### src/rtl/mpt_mem_read_arbiter.sv
// rtl/mpt_mem_read_arbiter.sv - round-robin read arbiter sharing one memory master port
//
// Purpose: arbitrates NUM_REQ read requesters onto a single req/gnt/valid memory
// port. Every grant pushes the winner ID into an in-order ID FIFO. Each response
// is routed to the requester whose ID sits at the FIFO head.
//
// Ports:
//   clk_i, rst_ni             clock, asynchronous active-low reset
//   req_mem_req_i/addr_i      per-requester request and address (slice i = requester i)
//   req_mem_gnt_o             per-requester grant (same cycle as memory grant)
//   req_mem_valid_o/rdata_o   per-requester response valid, shared response data
//   memory_master_mem_*       memory master port (read only: we/be/wdata tied 0)
//   outstanding_o             ID FIFO occupancy
//   error_o                   sticky flag: response arrived with no outstanding ID
module mpt_mem_read_arbiter #(
  parameter int NUM_REQ           = 4,
  parameter int MAX_OUTSTANDING   = 4,
  parameter int MEMORY_DATA_WIDTH = 32,
  parameter int MEMORY_ADDR_WIDTH = 32
) (
  input  logic                                 clk_i,
  input  logic                                 rst_ni,
  input  logic [NUM_REQ-1:0]                   req_mem_req_i,
  input  logic [NUM_REQ*MEMORY_ADDR_WIDTH-1:0] req_mem_addr_i,
  output logic [NUM_REQ-1:0]                   req_mem_gnt_o,
  output logic [NUM_REQ-1:0]                   req_mem_valid_o,
  output logic [MEMORY_DATA_WIDTH-1:0]         req_mem_rdata_o,
  output logic                                 memory_master_mem_req,
  output logic [MEMORY_ADDR_WIDTH-1:0]         memory_master_mem_addr,
  output logic                                 memory_master_mem_we,
  output logic [MEMORY_DATA_WIDTH/8-1:0]       memory_master_mem_be,
  output logic [MEMORY_DATA_WIDTH-1:0]         memory_master_mem_wdata,
  input  logic                                 memory_master_mem_gnt,
  input  logic                                 memory_master_mem_valid,
  input  logic [MEMORY_DATA_WIDTH-1:0]         memory_master_mem_rdata,
  output logic [$clog2(MAX_OUTSTANDING):0]     outstanding_o,
  output logic                                 error_o
);

  localparam int             IDW      = $clog2(NUM_REQ);
  localparam int             AW       = $clog2(MAX_OUTSTANDING);
  localparam logic [AW:0]    FULL_CNT = (AW+1)'(MAX_OUTSTANDING);
  localparam logic [IDW-1:0] LAST_ID  = IDW'(NUM_REQ - 1);

  logic [IDW-1:0] ptr_q, ptr_d;
  logic           lock_q, lock_d;
  logic [IDW-1:0] locked_id_q, locked_id_d;
  logic [IDW-1:0] fifo_q [MAX_OUTSTANDING];
  logic [IDW-1:0] fifo_d [MAX_OUTSTANDING];
  logic [AW-1:0]  wr_ptr_q, wr_ptr_d;
  logic [AW-1:0]  rd_ptr_q, rd_ptr_d;
  logic [AW:0]    count_q, count_d;
  logic           error_q, error_d;

  logic [IDW-1:0] hi_sel, lo_sel, rr_sel, sel, head;
  logic           found_hi, found_lo;
  logic           any_req, fifo_full, fifo_empty, push, pop;

  // Round-robin pick: the first request at or above the pointer wins; if none,
  // the first request below it wins (the wrapped part of the scan).
  always_comb begin
    hi_sel   = '0;
    lo_sel   = '0;
    found_hi = 1'b0;
    found_lo = 1'b0;
    for (int i = 0; i < NUM_REQ; i++) begin
      if (req_mem_req_i[i]) begin
        if (i >= int'(ptr_q)) begin
          if (!found_hi) begin
            found_hi = 1'b1;
            hi_sel   = IDW'(i);
          end
        end else if (!found_lo) begin
          found_lo = 1'b1;
          lo_sel   = IDW'(i);
        end
      end
    end
    rr_sel = found_hi ? hi_sel : lo_sel;
  end

  // A request that saw no grant stays pinned so the address cannot change under it.
  assign sel        = lock_q ? locked_id_q : rr_sel;
  assign any_req    = |req_mem_req_i;
  assign fifo_full  = (count_q == FULL_CNT);
  assign fifo_empty = (count_q == '0);
  assign head       = fifo_q[rd_ptr_q];

  // Full stalls the request even if a pop frees a slot this cycle.
  assign memory_master_mem_req = any_req && !fifo_full;
  assign push = memory_master_mem_req && memory_master_mem_gnt;
  assign pop  = memory_master_mem_valid && !fifo_empty;

  always_comb begin
    req_mem_gnt_o          = '0;
    req_mem_valid_o        = '0;
    memory_master_mem_addr = '0;
    for (int i = 0; i < NUM_REQ; i++) begin
      if (push && (sel == IDW'(i))) req_mem_gnt_o[i] = 1'b1;
      if (pop && (head == IDW'(i))) req_mem_valid_o[i] = 1'b1;
      if (any_req && (sel == IDW'(i)))
        memory_master_mem_addr = req_mem_addr_i[i*MEMORY_ADDR_WIDTH +: MEMORY_ADDR_WIDTH];
    end
  end

  assign req_mem_rdata_o         = memory_master_mem_rdata;
  assign memory_master_mem_we    = 1'b0;
  assign memory_master_mem_be    = '0;
  assign memory_master_mem_wdata = '0;
  assign outstanding_o           = count_q;
  assign error_o                 = error_q;

  // ID FIFO next state
  always_comb begin
    fifo_d   = fifo_q;
    wr_ptr_d = wr_ptr_q;
    rd_ptr_d = rd_ptr_q;
    count_d  = count_q;
    if (push) begin
      fifo_d[wr_ptr_q] = sel;
      wr_ptr_d         = wr_ptr_q + AW'(1);
    end
    if (pop) rd_ptr_d = rd_ptr_q + AW'(1);
    case ({push, pop})
      2'b10:   count_d = count_q + (AW+1)'(1);
      2'b01:   count_d = count_q - (AW+1)'(1);
      default: count_d = count_q;
    endcase
  end

  // Pointer, lock and error next state
  always_comb begin
    ptr_d       = ptr_q;
    lock_d      = lock_q;
    locked_id_d = locked_id_q;
    error_d     = error_q | (memory_master_mem_valid & fifo_empty);
    if (push) begin
      ptr_d  = (sel == LAST_ID) ? '0 : sel + IDW'(1);
      lock_d = 1'b0;
    end else if (memory_master_mem_req) begin
      lock_d      = 1'b1;
      locked_id_d = sel;
    end
  end

  always_ff @(posedge clk_i or negedge rst_ni) begin
    if (!rst_ni) begin
      ptr_q       <= '0;
      lock_q      <= 1'b0;
      locked_id_q <= '0;
      wr_ptr_q    <= '0;
      rd_ptr_q    <= '0;
      count_q     <= '0;
      error_q     <= 1'b0;
      for (int i = 0; i < MAX_OUTSTANDING; i++) fifo_q[i] <= '0;
    end else begin
      ptr_q       <= ptr_d;
      lock_q      <= lock_d;
      locked_id_q <= locked_id_d;
      wr_ptr_q    <= wr_ptr_d;
      rd_ptr_q    <= rd_ptr_d;
      count_q     <= count_d;
      error_q     <= error_d;
      fifo_q      <= fifo_d;
    end
  end

endmodule

### config.mk
export PLATFORM = sky130hd
export DESIGN_NAME = mpt_mem_read_arbiter
export DESIGN_NICKNAME = d
export VERILOG_FILES = /design/src/rtl/mpt_mem_read_arbiter.sv
export SDC_FILE = /design/constraint.sdc
export NUM_CORES = 1
export LEC_CHECK = 0
export ABC_AREA = 1
export ABC_CLOCK_PERIOD_IN_PS = 4670
export CAP_MARGIN = 0
export CORE_AREA = 5 5 107 109
export DETAILED_ROUTE_END_ITERATION = 8
export DIE_AREA = 0 0 112 114
export PLACE_DENSITY = 0.78
export REMOVE_ABC_BUFFERS = 1
export SLEW_MARGIN = 40
export SYNTH_ARGS = -nofsm -noshare
export SYNTH_HDL_FRONTEND = slang
export SYNTH_SLANG_ARGS = --single-unit
### constraint.sdc
create_clock -name clk_i -period 4.67 [get_ports clk_i]
set_input_delay 0.467 -clock clk_i [delete_from_list [all_inputs] [get_ports clk_i]]
set_output_delay 0.467 -clock clk_i [all_outputs]
set_load 0.01 [all_outputs]
==> impl_metrics.yaml <==
grt:
  first_global_vias: 3487
  globalRouteMet1Util_pct: 24.9
  global_route.usage.met2_pct: 28.2
  grt_pass1_wl_mm: 19.1
  number_of_antenna_violations_at_the_first_check_in_global_routing: 2
  grt_max_degree: 63
  grt_most_used_layer: "met2"
  all_layer_global_routing_usage_pct: 18.8
  grt_util_met3_pct: 9.66
  grt_overflow: 0
cts:
  cts.root.buffer_cell: "clkbuf_8"
  cts_tree: "built"
  path_clk_slew_ns: 0.08
  post_cts_resize_count: 0
  numClockSinks: 21
  postCtsSetupRepairBufs: 0
  max-clock-path-buffers: 2
  post_cts_hold_buffer_count: 0
  cts-htree-levels: 1
  clkLatencyLatePin_ns: 0.26
  cts_inserted_buffers: 3
timing:
  final_setup_vio_count: 0
  fin_skew_ns: 0.00201
  timing.final.crit_share_pct: 83.5
  setup_repair_after_global_routing_missed_its_margin: "false"
  final_max_slew_viol_count: 0
  worst_slack_ns: 0.771
  max_slew_margin_pct: 58.9
  timing.setup.tns_ns: 0
  fmax_mhz: 256
  period_needed_ns: 3.90
  hold_viol: 0
  tightest_slew_ns: 0.614
setup_path:
  critPathCaptureType: "primary output"
  worstRegToRegCells: 9
  timing.critical_path.fanout_max: 17
  critical_path.top_delay_family: "buffers and inverters"
  worst-endpoint-required_ns: 4.20
  cp_num_buf_inv: 4
  crit_path_cell_trace: "clkdlybuf4s50_1 > nand2_1 > nand2_1 > nand2_1 > nand3_1 > nand2_1 > nand2_1 > inv_1 > ha_1 > nor2_2 > buf_4 > nand3_1 > nand2_1 > a21oi_1 > nor2_1 > clkdlybuf4s50_1"
  slowest_delay_ns: 0.55
  cpMostUsedCell: "nand2_1"
  criticalPathCategory: "input pin to primary output"
  crit-reg2reg-capture: "outstanding_o[2]"
  worst-endpoint-arrival_ns: 3.43
  timing.reg2reg.setup_slack_ns: 2.33
  cp_slowest_cell: "clkdlybuf4s50_1"
  timing.rr.start: "outstanding_o[0]"
  worst_setup_path_start_kind: "input pin"
power:
  internal-power_uw: 1520
  sw_frac_of_total_pct: 49.0
  power_per_cell_area_nw_per_um2: 643
  ir_worst_vdd_v: 0.000389
  combPwrFrac_pct: 84.9
  static-leakage-power_uw: 0.00231
  power.share.sequential_pct: 11.1
  clkPwrFrac_pct: 4.0
  switchingPower_uw: 1470
cells_and_area:
  inserted_diodes: 0
  final_nets: 843
  layout_area_overhead_pct: 48.9
  post_route_cells_drive_above_1_share_pct: 3.61
route:
  first_iter_violations: 210
  total_drc_errors_in_the_routed_layout: 0
  vias_per_cell: 4.53
  route.vias.total: 3643
  drt.antenna.violating_nets: 0
  first_pass_iters: 5
  totalWireLength_mm: 12.9
  wl_per_cell_um: 16.0
die:
  design.die.area_um2: 12800
  design.portCount: 282
  fp-row-count: 38
  floorplan.core_area_um2: 10500
  effective_utilization_at_floorplan_pct: 29.7
  chipWidth_um: 112
  die_h_um: 114
synth:
  synth_cells: 539
  register_bit_total_from_synthesis: 21
  synth-warning-count: 0
  synth-seq-area-share_pct: 16.8
  syn_avg_cell_area_um2: 5.80
  post_synth_instance_area_um2: 3120
  yosysUniqueCellTypes: 25
placement:
  dp_hpwl_mm: 10.4
  dp_worst_setup_slack_ns: 0.723
  gp_congestion: 0.846
  io_buffers: 180
min_path:
  min-delay-path-class: "input pin to async pin"
run_status:
  outcome: "finished clean"
flow_run:
  drv_cap: 0
through the flow:
step           area (um^2)  utilization [%]  instances  power [uW]  hold slack (ns)
6_report              4650             44.3        804        2990            0.157
5_1_grt               4650             44.3        804        3310            0.191
4_1_cts               4650             44.3        804        3030            0.175
3_5_place_dp          4610             43.8        800        2900            0.452
3_3_place_gp          4610             43.9        800        2880            0.457
2_1_floorplan         2570                -        473        1690            0.171
routing by layer:
| layer | part of all wire [%] | vias up |
|---|---|---|
| met4 | 0.18 | 6 |
| li1 | - | 1858 |
| met2 | 43 | 175 |
| met5 | 0.66 | - |
| met1 | 43 | 1596 |
| met3 | 13 | 8 |
cells in the mapped netlist (all sizes together):
cell	instances	share of area (%)
xor2	3	0.84
o21bai	1	0.24
clkbuf	5	0.60
ha	9	3.6
nand4	1	0.20
xnor2	1	0.28
conb	1	0.12
nor2	86	11
o21ai	6	0.96
nand2	117	14
inv	36	4.3
or2	3	0.60
fa	1	0.64
dfrtp	21	17
a21oi	35	5.6
buf	97	21
nand3	116	19
cell families (layout without fill, tap and decap cells):
group,after synthesis,after routing,share of synthesized area (%)
flip-flops,21,21,16.8
buffers and inverters,138,227,26.4
adder cells (fa/ha/maj),10,10,4.25
XOR/XNOR,4,4,1.12
other,1,37,0.120
AND/OR/NAND/NOR,323,323,44.5
AO/OA/AOI/OAI,42,42,6.81
power groups by stage:
stage               clock network, uW  registers, uW  logic, uW
global placement                    0            333       2550
CTS                               120            332       2570
finish                            119            333       2540
floorplan                           0            325       1360
global route                      129            348       2830
detailed placement                  0            334       2560
state kept, by name (all words and copies together) (netlist names):
register and count:
rd_ptr_q 2, ptr_q 2, wr_ptr_q 2, fifo_q 8, outstanding_o 3, error_o 1
locked_id_q 2, lock_q 1
area by class of cell:
class | count | area [um^2]
timing repair buffer | 187 | 1860
sequential | 21 | 526
clock buffer | 3 | 41.3
fill | 1080 | 5850
inverter | 36 | 135
clock inverter | 1 | 5.00
multi-input combinational | 416 | 1910
tap | 140 | 175
worst max-delay path by stage:
stage	startpoint	to	slack (ns)	cells past startpoint
final	req_mem_req_i[0]	memory_master_mem_addr[1]	0.77	16
after global routing	req_mem_req_i[0]	memory_master_mem_addr[11]	0.49	16
after CTS	req_mem_req_i[0]	memory_master_mem_addr[1]	0.71	16
after detailed placement	req_mem_req_i[0]	memory_master_mem_addr[1]	0.72	16
after global placement	req_mem_req_i[0]	memory_master_mem_addr[1]	0.76	16
after floorplan	req_mem_req_i[1]	memory_master_mem_addr[0]	1.49	12
layout by cell type (no fill, tap or decap), types with 2 or more instances in the layout:
cell type        synthesis  final
ha_1                     9      9
a21oi_1                 35     35
conb_1                   1     37
nor2_2                   5      5
clkdlybuf4s50_1          0    179
o21ai_0                  4      4
nand2_1                115    115
inv_2                    2      2
inv_1                   34     34
buf_4                   73      6
or2_2                    3      3
o21ai_1                  2      2
dfrtp_1                 21     21
nand3_1                116    116
xor2_1                   3      3
clkbuf_8                 0      3
nor2_1                  81     81
No activity file was read; power rests on OpenSTA's default activity.
